`config.mk`:
```
export PLATFORM = sky130hd
export DESIGN_NAME = cr_tx_fid_queue
export DESIGN_NICKNAME = d
export VERILOG_FILES = /design/src/rtl/cr_tx_fid_queue_pkg.sv /design/src/rtl/cr_fid_ring_2w1r.sv /design/src/rtl/cr_tx_fid_queue.sv
export SDC_FILE = /design/constraint.sdc
export NUM_CORES = 1
export LEC_CHECK = 0
export ABC_AREA = 1
export CAP_MARGIN = 10
export CORE_ASPECT_RATIO = 0.7
export CORE_MARGIN = 1.5
export CORE_UTILIZATION = 60
export CTS_BUF_LIST = sky130_fd_sc_hd__clkbuf_2 sky130_fd_sc_hd__clkbuf_4 sky130_fd_sc_hd__clkbuf_8
export DETAILED_ROUTE_END_ITERATION = 8
export PLACE_DENSITY = 0.79
export SLEW_MARGIN = 20
export SYNTH_ARGS = -nofsm -noshare
export SYNTH_HDL_FRONTEND = slang
export SYNTH_SLANG_ARGS = --single-unit
```
`constraint.sdc`:
```
create_clock -name clk -period 5.85 [get_ports clk]
set_clock_uncertainty 0.1 [all_clocks]
set_input_delay 0.585 -clock clk [delete_from_list [all_inputs] [get_ports clk]]
set_output_delay 0.585 -clock clk [all_outputs]
set_load 0.05 [all_outputs]
```
`src/rtl/cr_tx_fid_queue_pkg.sv`:
```
// Shared flow-ID and transmit-queue constants for the credit core's ready-flow path.
package cr_tx_fid_queue_pkg;
    localparam int FLOW_ID_W          = 5;
    localparam int MAX_FLOW_CNT       = 16;
    localparam int MAX_FLOW_CNT_WIDTH = 4;
    localparam logic [FLOW_ID_W-1:0] FLOW_ID_NONE = '1;
    localparam int TXQ_DEPTH          = 8;
    localparam int TXQ_PTR_W          = $clog2(TXQ_DEPTH);
endpackage

```
`src/rtl/cr_fid_ring_2w1r.sv`:
```
// Circular flow-ID buffer with two writes and one read per cycle; the read port shows buffer[head].
module cr_fid_ring_2w1r #(
    parameter int DEPTH  = 8,
    parameter int ADDR_W = 3,
    parameter int FID_W  = 5
) (
    input  logic              clk,
    input  logic              rst,
    input  logic              i_we1,
    input  logic [FID_W-1:0]  i_wd1,
    input  logic              i_we2,
    input  logic [FID_W-1:0]  i_wd2,
    input  logic              i_re,
    output logic [FID_W-1:0]  o_rd_data,
    output logic [ADDR_W:0]   o_count
);
    logic [FID_W-1:0]  r_mem [DEPTH];
    logic [ADDR_W-1:0] r_head;
    logic [ADDR_W-1:0] r_tail;
    logic [ADDR_W:0]   r_count;
    logic [ADDR_W-1:0] w_addr2;

    // Port 2 lands right behind port 1, or at the tail when port 1 is idle.
    assign w_addr2   = i_we1 ? r_tail + ADDR_W'(1) : r_tail;
    assign o_rd_data = r_mem[r_head];
    assign o_count   = r_count;

    always_ff @(posedge clk) begin
        if (i_we1) r_mem[r_tail]  <= i_wd1;
        if (i_we2) r_mem[w_addr2] <= i_wd2;
    end

    always_ff @(posedge clk) begin
        if (rst) begin
            r_head  <= '0;
            r_tail  <= '0;
            r_count <= '0;
        end else begin
            r_head  <= r_head + ADDR_W'(i_re);
            r_tail  <= r_tail + ADDR_W'(i_we1) + ADDR_W'(i_we2);
            r_count <= r_count + (ADDR_W+1)'(i_we1) + (ADDR_W+1)'(i_we2)
                       - (ADDR_W+1)'(i_re);
        end
    end
endmodule

```
`src/rtl/cr_tx_fid_queue.sv`:
```
// Ready-flow queue: dedups newly-ready flows per fid and issues one per cycle when tx_en allows.
module cr_tx_fid_queue
    import cr_tx_fid_queue_pkg::*;
#(
    parameter int DEPTH  = TXQ_DEPTH,
    parameter int ADDR_W = TXQ_PTR_W,
    parameter int FID_W  = FLOW_ID_W
) (
    input  logic              clk,
    input  logic              rst,
    input  logic [FID_W-1:0]  enq_fid1_in,
    input  logic [FID_W-1:0]  enq_fid2_in,
    input  logic              tx_en,
    output logic [FID_W-1:0]  tx_fid_out,
    output logic [ADDR_W:0]   occupancy,
    output logic              overflow_err
);
    localparam logic [FID_W-1:0] NONE = FID_W'(FLOW_ID_NONE);

    logic [FID_W-1:0]        r_tx_fid;
    logic                    r_overflow;
    logic [MAX_FLOW_CNT-1:0] r_queued;

    logic [FID_W-1:0]        w_head_fid;
    logic [ADDR_W:0]         w_count;
    logic                    w_pop;
    logic [MAX_FLOW_CNT-1:0] w_pop_mask;
    logic [MAX_FLOW_CNT-1:0] w_queued_after;
    logic [MAX_FLOW_CNT-1:0] w_set1;
    logic [MAX_FLOW_CNT-1:0] w_set2;
    logic                    w_ok1;
    logic                    w_ok2;
    logic                    w_cand1;
    logic                    w_cand2;
    logic                    w_we1;
    logic                    w_we2;
    logic                    w_drop;
    logic [ADDR_W+1:0]       w_free;

    assign w_pop = tx_en && (w_count != '0);

    assign w_ok1 = (enq_fid1_in != NONE) && (int'(enq_fid1_in) < MAX_FLOW_CNT);
    assign w_ok2 = (enq_fid2_in != NONE) && (int'(enq_fid2_in) < MAX_FLOW_CNT);

    assign w_pop_mask = w_pop ? (MAX_FLOW_CNT'(1) << w_head_fid[MAX_FLOW_CNT_WIDTH-1:0]) : '0;
    // The popped fid is already out of the bitmap here, so a same-cycle re-push requeues it.
    assign w_queued_after = r_queued & ~w_pop_mask;

    assign w_cand1 = w_ok1 && !w_queued_after[enq_fid1_in[MAX_FLOW_CNT_WIDTH-1:0]];
    assign w_cand2 = w_ok2 && (enq_fid2_in != enq_fid1_in)
                     && !w_queued_after[enq_fid2_in[MAX_FLOW_CNT_WIDTH-1:0]];

    assign w_free = (ADDR_W+2)'(DEPTH) - {1'b0, w_count} + (ADDR_W+2)'(w_pop);
    assign w_we1  = w_cand1 && (w_free >= (ADDR_W+2)'(1));
    assign w_we2  = w_cand2 && (w_free >= (w_we1 ? (ADDR_W+2)'(2) : (ADDR_W+2)'(1)));
    assign w_drop = (w_cand1 && !w_we1) || (w_cand2 && !w_we2);

    assign w_set1 = w_we1 ? (MAX_FLOW_CNT'(1) << enq_fid1_in[MAX_FLOW_CNT_WIDTH-1:0]) : '0;
    assign w_set2 = w_we2 ? (MAX_FLOW_CNT'(1) << enq_fid2_in[MAX_FLOW_CNT_WIDTH-1:0]) : '0;

    cr_fid_ring_2w1r #(
        .DEPTH  (DEPTH),
        .ADDR_W (ADDR_W),
        .FID_W  (FID_W)
    ) u_ring (
        .clk       (clk),
        .rst       (rst),
        .i_we1     (w_we1),
        .i_wd1     (enq_fid1_in),
        .i_we2     (w_we2),
        .i_wd2     (enq_fid2_in),
        .i_re      (w_pop),
        .o_rd_data (w_head_fid),
        .o_count   (w_count)
    );

    always_ff @(posedge clk) begin
        if (rst) begin
            r_tx_fid   <= NONE;
            r_overflow <= 1'b0;
            r_queued   <= '0;
        end else begin
            r_tx_fid   <= w_pop ? w_head_fid : NONE;
            r_overflow <= r_overflow | w_drop;
            r_queued   <= w_queued_after | w_set1 | w_set2;
        end
    end

    assign tx_fid_out   = r_tx_fid;
    assign occupancy    = w_count;
    assign overflow_err = r_overflow;
endmodule

```
# After elaboration in Yosys (flattened, before gate mapping)
# Memory sizes are Yosys's and may differ from the RTL's. A register that Yosys moved wholly into a read port is not among the register bits.
# Cells that the tools add are included.
[op_classes] addsub=9 order_cmp=6 n_eq_ne=3 shifts=3 mux=14 bitwise_logic=6 n_reduce_logical=17
[op_table] op="16-bit 2-to-1 mux" count=3
[op_table] op="1-bit by 4-bit left shift with 16-bit output, first input constant" count=3
[op_table] op="16-bit bitwise OR" count=2
[op_table] op="16-bit bitwise AND" count=1
[op_table] op="16-bit NOT" count=1
[op_table] op="1-bit logical AND" count=10
[op_table] op="4-bit by 5-bit less-than comparator with 1-bit output, second input constant" count=2
[op_table] op="5-bit less-than comparator, second input constant" count=2
[op_table] op="5-bit != test, second input constant" count=2
[op_table] op="3-bit by 1-bit adder with 3-bit output" count=3
[op_table] op="4-bit by 1-bit adder with 4-bit output" count=2
[op_table] op="1-bit binary-select mux with 4-bit select" count=2
[op_table] op="1-bit 2-to-1 mux" count=6
[op_table] op="3-bit 2-to-1 mux" count=2
[op_table] op="5-bit by 1-bit adder with 5-bit output" count=1
[op_table] op="5-bit by 1-bit greater-or-equal comparator with 1-bit output, second input constant" count=1
[op_table] op="5-bit by 2-bit greater-or-equal comparator with 1-bit output" count=1
[op_table] op="5-bit != test" count=1
[op_table] op="4-bit by 4-bit subtractor with 5-bit output, first input constant" count=1
[op_table] op="1-bit zero test" count=4
[op_table] op="4-bit nonzero test" count=1
[op_table] op="4-bit by 1-bit subtractor with 4-bit output" count=1
[op_table] op="3-bit by 1-bit adder with 3-bit output, second input constant" count=1
[op_table] op="2-bit 2-to-1 mux" count=1
[op_table] op="other kinds (4)" count=4
[totals] reg_bits=32 mem_bits_rw=40 input_bits=13 out_inout_bits=10 wordCells=65 memories=1
[mem_list] name="u_ring.r_mem" words=8 word_bits=5 read_ports=1 rd_clocked_by_memory_dff=1 write_ports=2 line_no="cr_fid_ring_2w1r.sv:17" source="logic [FID_W-1:0] r_mem [DEPTH];"

# Depth between registers and ports, before layout
# Gate-level depths: netlist of the first run.
[depth] depth_word=17 mapped_depth=31 depth_no_buf=30

# Modules after synthesis
# From an unflattened synthesis of the first run, not the netlist that was laid out.
[unflattened] hier_cells=732 hier_area_um2=4993.5
[modules_own_cells] mod="cr_fid_ring_2w1r" instances=1 cells_per_inst=375 area_per_inst_um2=2910.3 seq_area_each_um2=1401.3
[modules_own_cells] mod="cr_tx_fid_queue" instances=1 cells_per_inst=357 area_per_inst_um2=2083.2 seq_area_each_um2=440.4

# Worst setup path after synthesis of the first run
# OpenSTA, ideal clock, no wires.
[synth_timing] path_type="reg2reg" from="register u_ring.r_count[2], in the netlist u_ring.o_count[2]" to="register u_ring.r_count[2], in the netlist u_ring.o_count[2]" setup_ps=119 t_arrival_ps=4448 t_required_ps=5631 slack_ps=1182 stages_incl_launch_ff=27 path_buffers=0 synth_period_minus_slack_ps=4668 cell_sequence="dfxtp_1 inv_1 ha_1 nand2_1 nand2_1 ha_1 inv_1 ha_1 nand3_1 o21ai_0 inv_1 nor4_1 inv_1 nand4_4 ha_1 inv_1 nand2_1 a21oi_1 nor3b_1 inv_1 nand4_4 ha_1 inv_1 fa_1 fa_1 o21ai_0 a21oi_1"
[synth_between] elab_chain_len=15 word_cells_on_any_way=23 classes_between="5 x add/sub; 2 x order compare; 6 x mux; 2 x bitwise; 8 x reduce/logical"
[synth_rtl] element="from (decl)" line_no="cr_fid_ring_2w1r.sv:20" source="logic [ADDR_W:0] r_count;"
[synth_rtl] element="from (signal assigned)" line_no="cr_fid_ring_2w1r.sv:41" source="r_count <= r_count + (ADDR_W+1)'(i_we1) + (ADDR_W+1)'(i_we2)"
[synth_rtl] element="parallel branches: the longest is 14 deep, another holds 4-bit by 4-bit subtractor with 5-bit output"
[synth_rtl] element="4-bit by 1-bit subtractor with 4-bit output (*)" line_no="cr_fid_ring_2w1r.sv:42" source="- (ADDR_W+1)'(i_re);"
# Every way passes the cells marked *. The select of a mux whose other input is x is not followed.
# A chain may end at the register's enable or synchronous reset.

==> key figures, run 1 <==
Run status
  • Outcome: complete, but fails checks
  • Failing checks: design-rule violations

Worst setup path
  • Startpoint class of the critical path: flip-flop
  • Worst EP required: roughly 6.0 ns
  • Setup crit end kind: flip-flop
  • Signal arrival time at the worst endpoint: around 5.2 ns
  • Worst r2r path cells: 27
  • Worst R2R Setup Slack: ~0.8 ns
  • Worst path most repeated cell: sky130_fd_sc_hd__nand2_1
  • Largest stage delay on the critical path: between 0.4 and 0.5 ns
  • CP max stage cell: sky130_fd_sc_hd__nor2_2
  • R2r startpoint: u_ring.r_head[0]$_SDFF_PP0_
  • Crit Path Class: flip-flop to flip-flop
  • Worst reg2reg path endpoint: u_ring.o_count[2]$_SDFF_PP0_
  • Max FO, Critical Path: 22

Final layout
  • Final Net Count: around 750
  • Number of inserted diodes: 0
  • Summed area of non-filler cells in the final layout: between 5000 and 6000 um2
  • Share of layout cells above drive strength 1: 8.68%
  • Number of cells in the finished layout apart from fillers: around 830
  • Utilization of the core after routing: 68.0%
  • Area added between synthesis and finish: 8.68%

Die
  • Core outline area: around 8000 um2
  • Die Footprint: just under 9000 um2
  • Core Rows: 27
  • Y dimension of the die: between 70 and 80 um
  • Starting density of the core: roughly 63%
  • Number of primary I/O pins: 23
  • Die Width: approximately 110 um

Timing
  • Remaining max-slew budget at the tightest pin: a little over a third
  • Worst-Margin Slew: approximately 0.95 ns
  • Final cycle utilization of the critical path: between 80 and 90%
  • Clock period minus worst slack: 5.07 ns
  • RSZ-0062 raised after global routing: no
  • Max Fclk: 197 MHz
  • Number of setup violations in the final report: 0
  • Min setup slack post-route: a little under 0.8 ns
  • Max Transition Viols Final: 0
  • Setup TNS: 0 ns
  • Final hold vios: 0

Global route
  • Gr ovfl total: 0
  • Via count of the first global-routing pass: between 4000 and 5000
  • First-pass GRT wire length: around 23 mm
  • Overall fraction of global-route tracks in use: approximately a third
  • Number of antenna violations at the first check in global routing: 0
  • Largest net degree at the start of global routing: 23

Drt
  • DR pass1 iterations: 7
  • Vias after detailed routing: around 4800
  • Total detailed-routing wirelength: ~15 mm
  • Routed vias/inst: 5.77
  • Average detailed-routed wire length per instance: about 18 um
  • Number of DRC markers after the initial detailed-route iteration: ~650
  • Number of remaining DRC errors: 2
  • Count of nets left with antenna violations after detail routing: 0

Placement
  • HPWL reported at the end of detailed placement: between 10 and 15 mm
  • Post-place setup slack: 0.757 ns
  • Placed cell area: about 5200 um2
  • Global placer's final weighted congestion: 0.985
  • Number of I/O port buffers: 22
  • Placed cells: 811

Yosys
  • Sequential area share after synthesis: 36.9%
  • Total number of yosys warnings: 0
  • Number of library cell types mapped by synthesis: 42
  • Share of flip-flops with an asynchronous set or reset after synthesis: 0%
  • Ranking of synthesized cells by instance count: 259 x sky130_fd_sc_hd__nand2_1, 92 x sky130_fd_sc_hd__inv_1, 79 x sky130_fd_sc_hd__nand3_1
  • Largest cells by area after synthesis: sky130_fd_sc_hd__edfxtp_1 24%, sky130_fd_sc_hd__nand2_1 19%, sky130_fd_sc_hd__dfxtp_1 13%, sky130_fd_sc_hd__nand3_1 7.9%, sky130_fd_sc_hd__inv_1 6.9%
  • Commonest register cell after synthesis: sky130_fd_sc_hd__edfxtp_1
  • Mapped Cells: slightly above 700
  • Post-synthesis area per instance: roughly 7 um2
  • Area of the mapped netlist: approximately 5000 um2
  • #FFs+latches synth: a little over 70
  • Most common cell in the synthesized netlist: sky130_fd_sc_hd__nand2_1
  • Count of flip-flops with a built-in enable after synthesis: 40
  • Biggest area consumer among synthesized cells: sky130_fd_sc_hd__edfxtp_1
  • Post-synthesis net count: ~740
  • Fraction of post-synthesis cell area in the top cell type by area: between 20% and 30%

Clock network
  • Post-CTS Hold Fix Bufs: 0
  • Total number of clock tree sinks: between 70 and 80
  • Clock tree from TritonCTS: built
  • Clock Latency Late Sink: between 0.3 and 0.4 ns
  • Worst-case clock buffer depth: 2
  • Number of cells upsized or downsized after cts: 0
  • Post CTS Setup Buffer Count: 0
  • Buffer type at the clock tree root: sky130_fd_sc_hd__clkbuf_8
  • Number of buffers created by CTS: 9
  • CTS HTree Levels: 3
  • Clock slew at reported path FFs: roughly 0.080 ns

Power and ir drop
  • P_leak: 2.64 nW
  • Power per cell area: approximately 420 nW/um2
  • Worst vdd rail ir drop: ~0.39 mV

Job
  • Max-capacitance violation count: 0

Hold path
  • Worst hold path stage count: 4
  • Endpoint of the worst hold path: overflow_err$_SDFF_PP0_
  • Hold path start: overflow_err$_SDFF_PP0_
  • Type of the worst min-delay path: flip-flop to flip-flop
==> logic make-up (layout without fill, tap and decap cells) <==
group,Yosys count,count (layout),share of synthesized area (%)
fa+ha+maj,17,17,4.72
xor+xnor,6,6,1.05
simple gates,453,453,42.7
flops,72,72,36.9
buf+inv,124,143,10.2
compound gates,35,35,4.39
==> worst max-delay path, delay by kind of cell (launching register included) <==
kind / cells / cell delay, ns
AOI/OAI and AO/OA: 3 / 0.27
adders and majority gates: 4 / 1.47
buffers and inverters: 5 / 0.66
DFF: 1 / 0.31
and+or+nand+nor: 15 / 2.13
==> through the flow <==
stage | power, mW | hold WS, ns
floorplan | 1.59 | 0.433
global placement | 1.84 | 0.457
detailed placement | 1.86 | 0.462
CTS | 2.25 | 0.484
global route | 2.43 | 0.531
finish | 2.27 | 0.485
==> cell usage in the layout, fill, tap and decap left out, types with 3 or more instances in the layout <==
master	netlist	routed
sky130_fd_sc_hd__inv_2	6	6
sky130_fd_sc_hd__edfxtp_1	40	40
sky130_fd_sc_hd__nand3_2	4	4
sky130_fd_sc_hd__a21oi_1	11	11
sky130_fd_sc_hd__nor2_1	62	62
sky130_fd_sc_hd__nor2_2	6	6
sky130_fd_sc_hd__clkinv_1	4	6
sky130_fd_sc_hd__o21ai_0	7	7
sky130_fd_sc_hd__xnor2_1	6	6
sky130_fd_sc_hd__clkbuf_8	0	9
sky130_fd_sc_hd__dfxtp_1	32	32
sky130_fd_sc_hd__nor2_4	5	5
sky130_fd_sc_hd__ha_1	14	14
sky130_fd_sc_hd__nand4_1	3	3
sky130_fd_sc_hd__nand3_1	79	79
sky130_fd_sc_hd__nand2_1	259	259
sky130_fd_sc_hd__clkdlybuf4s50_1	0	22
sky130_fd_sc_hd__inv_1	92	92
sky130_fd_sc_hd__a21boi_1	4	4
sky130_fd_sc_hd__nand3b_1	9	9
sky130_fd_sc_hd__nor2_8	4	4
sky130_fd_sc_hd__nand2_2	10	10
sky130_fd_sc_hd__fa_1	3	3
sky130_fd_sc_hd__buf_4	4	3
sky130_fd_sc_hd__nand2_4	3	3
sky130_fd_sc_hd__a21boi_0	4	4
sky130_fd_sc_hd__clkinvlp_4	0	3
==> flip-flops by register name, indices dropped and copies added (netlist names) <==
register / cells
overflow_err: 1
r_queued: 16
tx_fid_out: 5
u_ring.o_count: 4
u_ring.r_head: 3
u_ring.r_mem: 40
u_ring.r_tail: 3
==> power by group <==
group	internal (mW)	total, mW	leakage (nW)	switching, mW
Clock	0.199	0.386	0.0870	0.188
Sequential	0.658	0.725	0.627	0.0671
Combinational	0.331	1.16	1.92	0.832
==> worst max-delay path by stage <==
stage,cells after the start,slack (ns),from,to
2_1_floorplan,26,1.18,u_ring.o_count[2]$_SDFF_PP0_,u_ring.o_count[2]$_SDFF_PP0_
3_3_place_gp,24,0.84,tx_en,u_ring.o_count[2]$_SDFF_PP0_
3_5_place_dp,24,0.76,tx_en,u_ring.o_count[2]$_SDFF_PP0_
4_1_cts,27,0.89,u_ring.r_head[0]$_SDFF_PP0_,u_ring.o_count[2]$_SDFF_PP0_
5_1_grt,27,0.47,u_ring.r_head[0]$_SDFF_PP0_,u_ring.o_count[2]$_SDFF_PP0_
6_report,27,0.78,u_ring.r_head[0]$_SDFF_PP0_,u_ring.o_count[2]$_SDFF_PP0_
==> layout make-up <==
class | instances | area, um2
Clock inverter | 6 | 60.1
Inverter | 102 | 383
Fill cell | 716 | 2550
Timing Repair Buffer | 25 | 243
Clock buffer | 10 | 131
Sequential cell | 72 | 1840
Multi-Input combinational cell | 511 | 2640
Tap cell | 101 | 126
==> metal layers <==
metal / part of all wire [%] / vias up / GRT usage (%)
met5: 0 / - / 0
met4: 1.7 / 0 / 8.48
met3: 14 / 34 / 10.2
met2: 40 / 344 / 49.4
met1: 44 / 2133 / 50.8
li1: - / 2257 / -
No activity file was read; power rests on OpenSTA's default activity.
==> inputs of run 2 (changes only) <==
Settings changed: CTS_CLUSTER_DIAMETER set to 200.
==> results of run 2 <==
Same layout as run 1: the final DEF is identical, and so are final timing and power.
==> inputs of run 3 (changes only) <==
Settings changed: ABC_CLOCK_PERIOD_IN_PS set to 5100, MAX_ROUTING_LAYER set to met4.
Clock period 5.85 ns to 5.1 ns, I/O delays scaled along.
==> run 3 against run 2 <==
The run still ends with design-rule violations left. Non-clock buffer count increased by 10. Sequential share of layout area decreased by 0.39 points. Die area unchanged. First-iteration DRC count decreased by 8.7%. Routed wire length increased by 1.9%. Final cell count increased by 1.2%. Clock power increased by 12%. Critical endpoint unchanged.
==> key figures, run 3 (synthesis results as in run 1) <==
Placement
  • Number of I/O port buffers: 22
  • Global placer's final weighted congestion: roughly 1
  • HPWL reported at the end of detailed placement: 10.9 mm
  • Placed cell area: approximately 5300 um2

Final layout
  • Utilization of the core after routing: between 60% and 70%
  • Number of flip-flops in the largest register: 40
  • Number of inserted diodes: 0
  • Area added between synthesis and finish: 10.0%
  • Largest register by flop count: u_ring.r_mem
  • Share of layout cells above drive strength 1: 10.5%
  • Most frequent cells in the layout: 259 x sky130_fd_sc_hd__nand2_1, 92 x sky130_fd_sc_hd__inv_1, 79 x sky130_fd_sc_hd__nand3_1
  • Filler cell count in the final layout: 700
  • Commonest non-fill, non-tap cell in the layout: sky130_fd_sc_hd__nand2_1
  • Summed area of non-filler cells in the final layout: ~5500 um2
  • Final Net Count: 761

Clock network
  • Number of buffers created by CTS: 9
  • Buffer type at the clock tree root: sky130_fd_sc_hd__clkbuf_8
  • Post CTS Setup Buffer Count: 0
  • Clock Latency Late Sink: 0.38 ns
  • Clock slew at reported path FFs: 0.08 ns
  • Number of cells upsized or downsized after cts: 0
  • Post-CTS Hold Fix Bufs: 0
  • Worst-case clock buffer depth: 2
  • Clock tree from TritonCTS: built
  • CTS HTree Levels: 3
  • Total number of clock tree sinks: 72

Worst setup path
  • Worst path bufs/invs: 4
  • Worst EP required: about 5.3 ns
  • CP max stage cell: sky130_fd_sc_hd__fa_1
  • Setup crit end kind: flip-flop
  • Max FO, Critical Path: 20
  • Critical path's top delay family: simple AND/OR/NAND/NOR gates
  • Worst path most repeated cell: sky130_fd_sc_hd__nand2_1
  • Signal arrival time at the worst endpoint: approximately 4.9 ns
  • Largest stage delay on the critical path: roughly 0.40 ns
  • Crit Path Class: flip-flop to flip-flop
  • Startpoint class of the critical path: flip-flop
  • Worst R2R Setup Slack: 0.37 ns

Global route
  • Number of antenna violations at the first check in global routing: 0
  • Overall fraction of global-route tracks in use: ~36%
  • Largest net degree at the start of global routing: 21
  • First-pass GRT wire length: around 24 mm
  • Via count of the first global-routing pass: 4489
  • Gr ovfl total: 0

Power and ir drop
  • Clock share of power: between 10% and 20%
  • Worst vdd rail ir drop: just under 0.4 mV
  • P_leak: between 2 and 3 nW
  • Internal power component: 1.36 mW
  • Power per cell area: ~480 nW/um2
  • Sequential cell fraction of total power: 31.6%
  • Comb pwr share: 52.1%
  • Net switching fraction of the power: between 40% and 50%
  • Total net switching power: approximately 1.3 mW

Drt
  • Average detailed-routed wire length per instance: between 15 and 20 um
  • DR pass1 iterations: 7
  • Vias after detailed routing: just under 5000
  • Count of nets left with antenna violations after detail routing: 0
  • Number of remaining DRC errors: 2
  • Routed vias/inst: 5.76
  • Number of DRC markers after the initial detailed-route iteration: 591
  • Total detailed-routing wirelength: around 15 mm

Timing
  • Setup TNS: 0 ns
  • Final hold vios: 0
  • Max Fclk: 211 MHz
  • RSZ-0062 raised after global routing: no
  • Clock period minus worst slack: between 4 and 5 ns
  • Max Transition Viols Final: 0
  • Final cycle utilization of the critical path: between 90 and 100%
  • Worst-Margin Slew: just under 1 ns
  • Remaining max-slew budget at the tightest pin: a little over a third
  • Number of setup violations in the final report: 0

Run status
  • Failing checks: design-rule violations
  • Outcome: complete, but fails checks

Die
  • Y dimension of the die: between 70 and 80 um
  • Core Rows: 27
  • Die Width: about 110 um
  • Core outline area: 7970 um2
  • Number of primary I/O pins: 23
  • Starting density of the core: ~63%
  • Die Footprint: around 8900 um2

Hold path
  • Type of the worst min-delay path: flip-flop to flip-flop

Job
  • Max-capacitance violation count: 0
==> run 3: cell count changes in the layout (fill, tap and decap cells not counted), moves of 2 or more <==
cell | previous run | this run
sky130_fd_sc_hd__clkbuf_4 | 1 | 3
sky130_fd_sc_hd__clkinvlp_4 | 3 | 0
sky130_fd_sc_hd__clkinv_1 | 6 | 4
sky130_fd_sc_hd__buf_4 | 3 | 13
sky130_fd_sc_hd__clkinv_2 | 0 | 2
==> run 3: worst paths after layout <==
kind,from,endpoint,depth (start not counted)
max,u_ring.r_head[0]$_SDFF_PP0_,u_ring.o_count[2]$_SDFF_PP0_,27
min,r_queued[6]$_SDFF_PP0_,r_queued[6]$_SDFF_PP0_,4
max reg2reg,u_ring.r_head[0]$_SDFF_PP0_,u_ring.o_count[2]$_SDFF_PP0_,27
min reg2reg,r_queued[6]$_SDFF_PP0_,r_queued[6]$_SDFF_PP0_,4
==> run 3: worst min-delay path, delay by kind of cell, from the launching register on <==
kind | cells | cell delay, ns
and+or+nand+nor | 3 | 0.21
buffers and inverters | 1 | 0.03
DFF | 1 | 0.32
==> run 3: per-layer routing <==
layer,wire length [um],vias to the layer above,share of wire (%),GRT usage [%]
li1,-,2271,-,-
met1,6710,2211,45,50.6
met2,6130,299,41,51.7
met3,1730,36,12,9.69
met4,329,0,2.2,11.4
met5,0,-,0,-
==> run 3: metrics by stage <==
stage | total power, mW | hold slack (ns) | worst slack [ns] | instances
final | 2.64 | 0.495 | 0.368 | 837
after global routing | 2.80 | 0.511 | 0.0143 | 837
after CTS | 2.60 | 0.486 | 0.419 | 837
after detailed placement | 2.17 | 0.468 | 0.303 | 821
after global placement | 2.13 | 0.466 | 0.512 | 821
after floorplan | 1.82 | 0.433 | 0.432 | 707
==> run 3: area by class of cell <==
cell class | count | area, um2 | share of cell area [%]
clock inverter | 3 | 18.8 | 0.342
sequential | 72 | 1840 | 33.6
inverter | 102 | 383 | 6.98
multi-input combinational | 511 | 2640 | 48.1
timing repair buffer | 35 | 318 | 5.79
clock buffer | 13 | 160 | 2.92
tap | 101 | 126 | 2.30
==> run 3: power by group through the flow <==
stage                     clock network, mW  logic, mW  registers, mW
after floorplan                           0      0.922          0.902
after global routing                  0.450       1.50          0.844
after CTS                             0.426       1.34          0.829
final                                 0.431       1.37          0.834
after global placement                    0       1.29          0.839
after detailed placement                  0       1.33          0.841
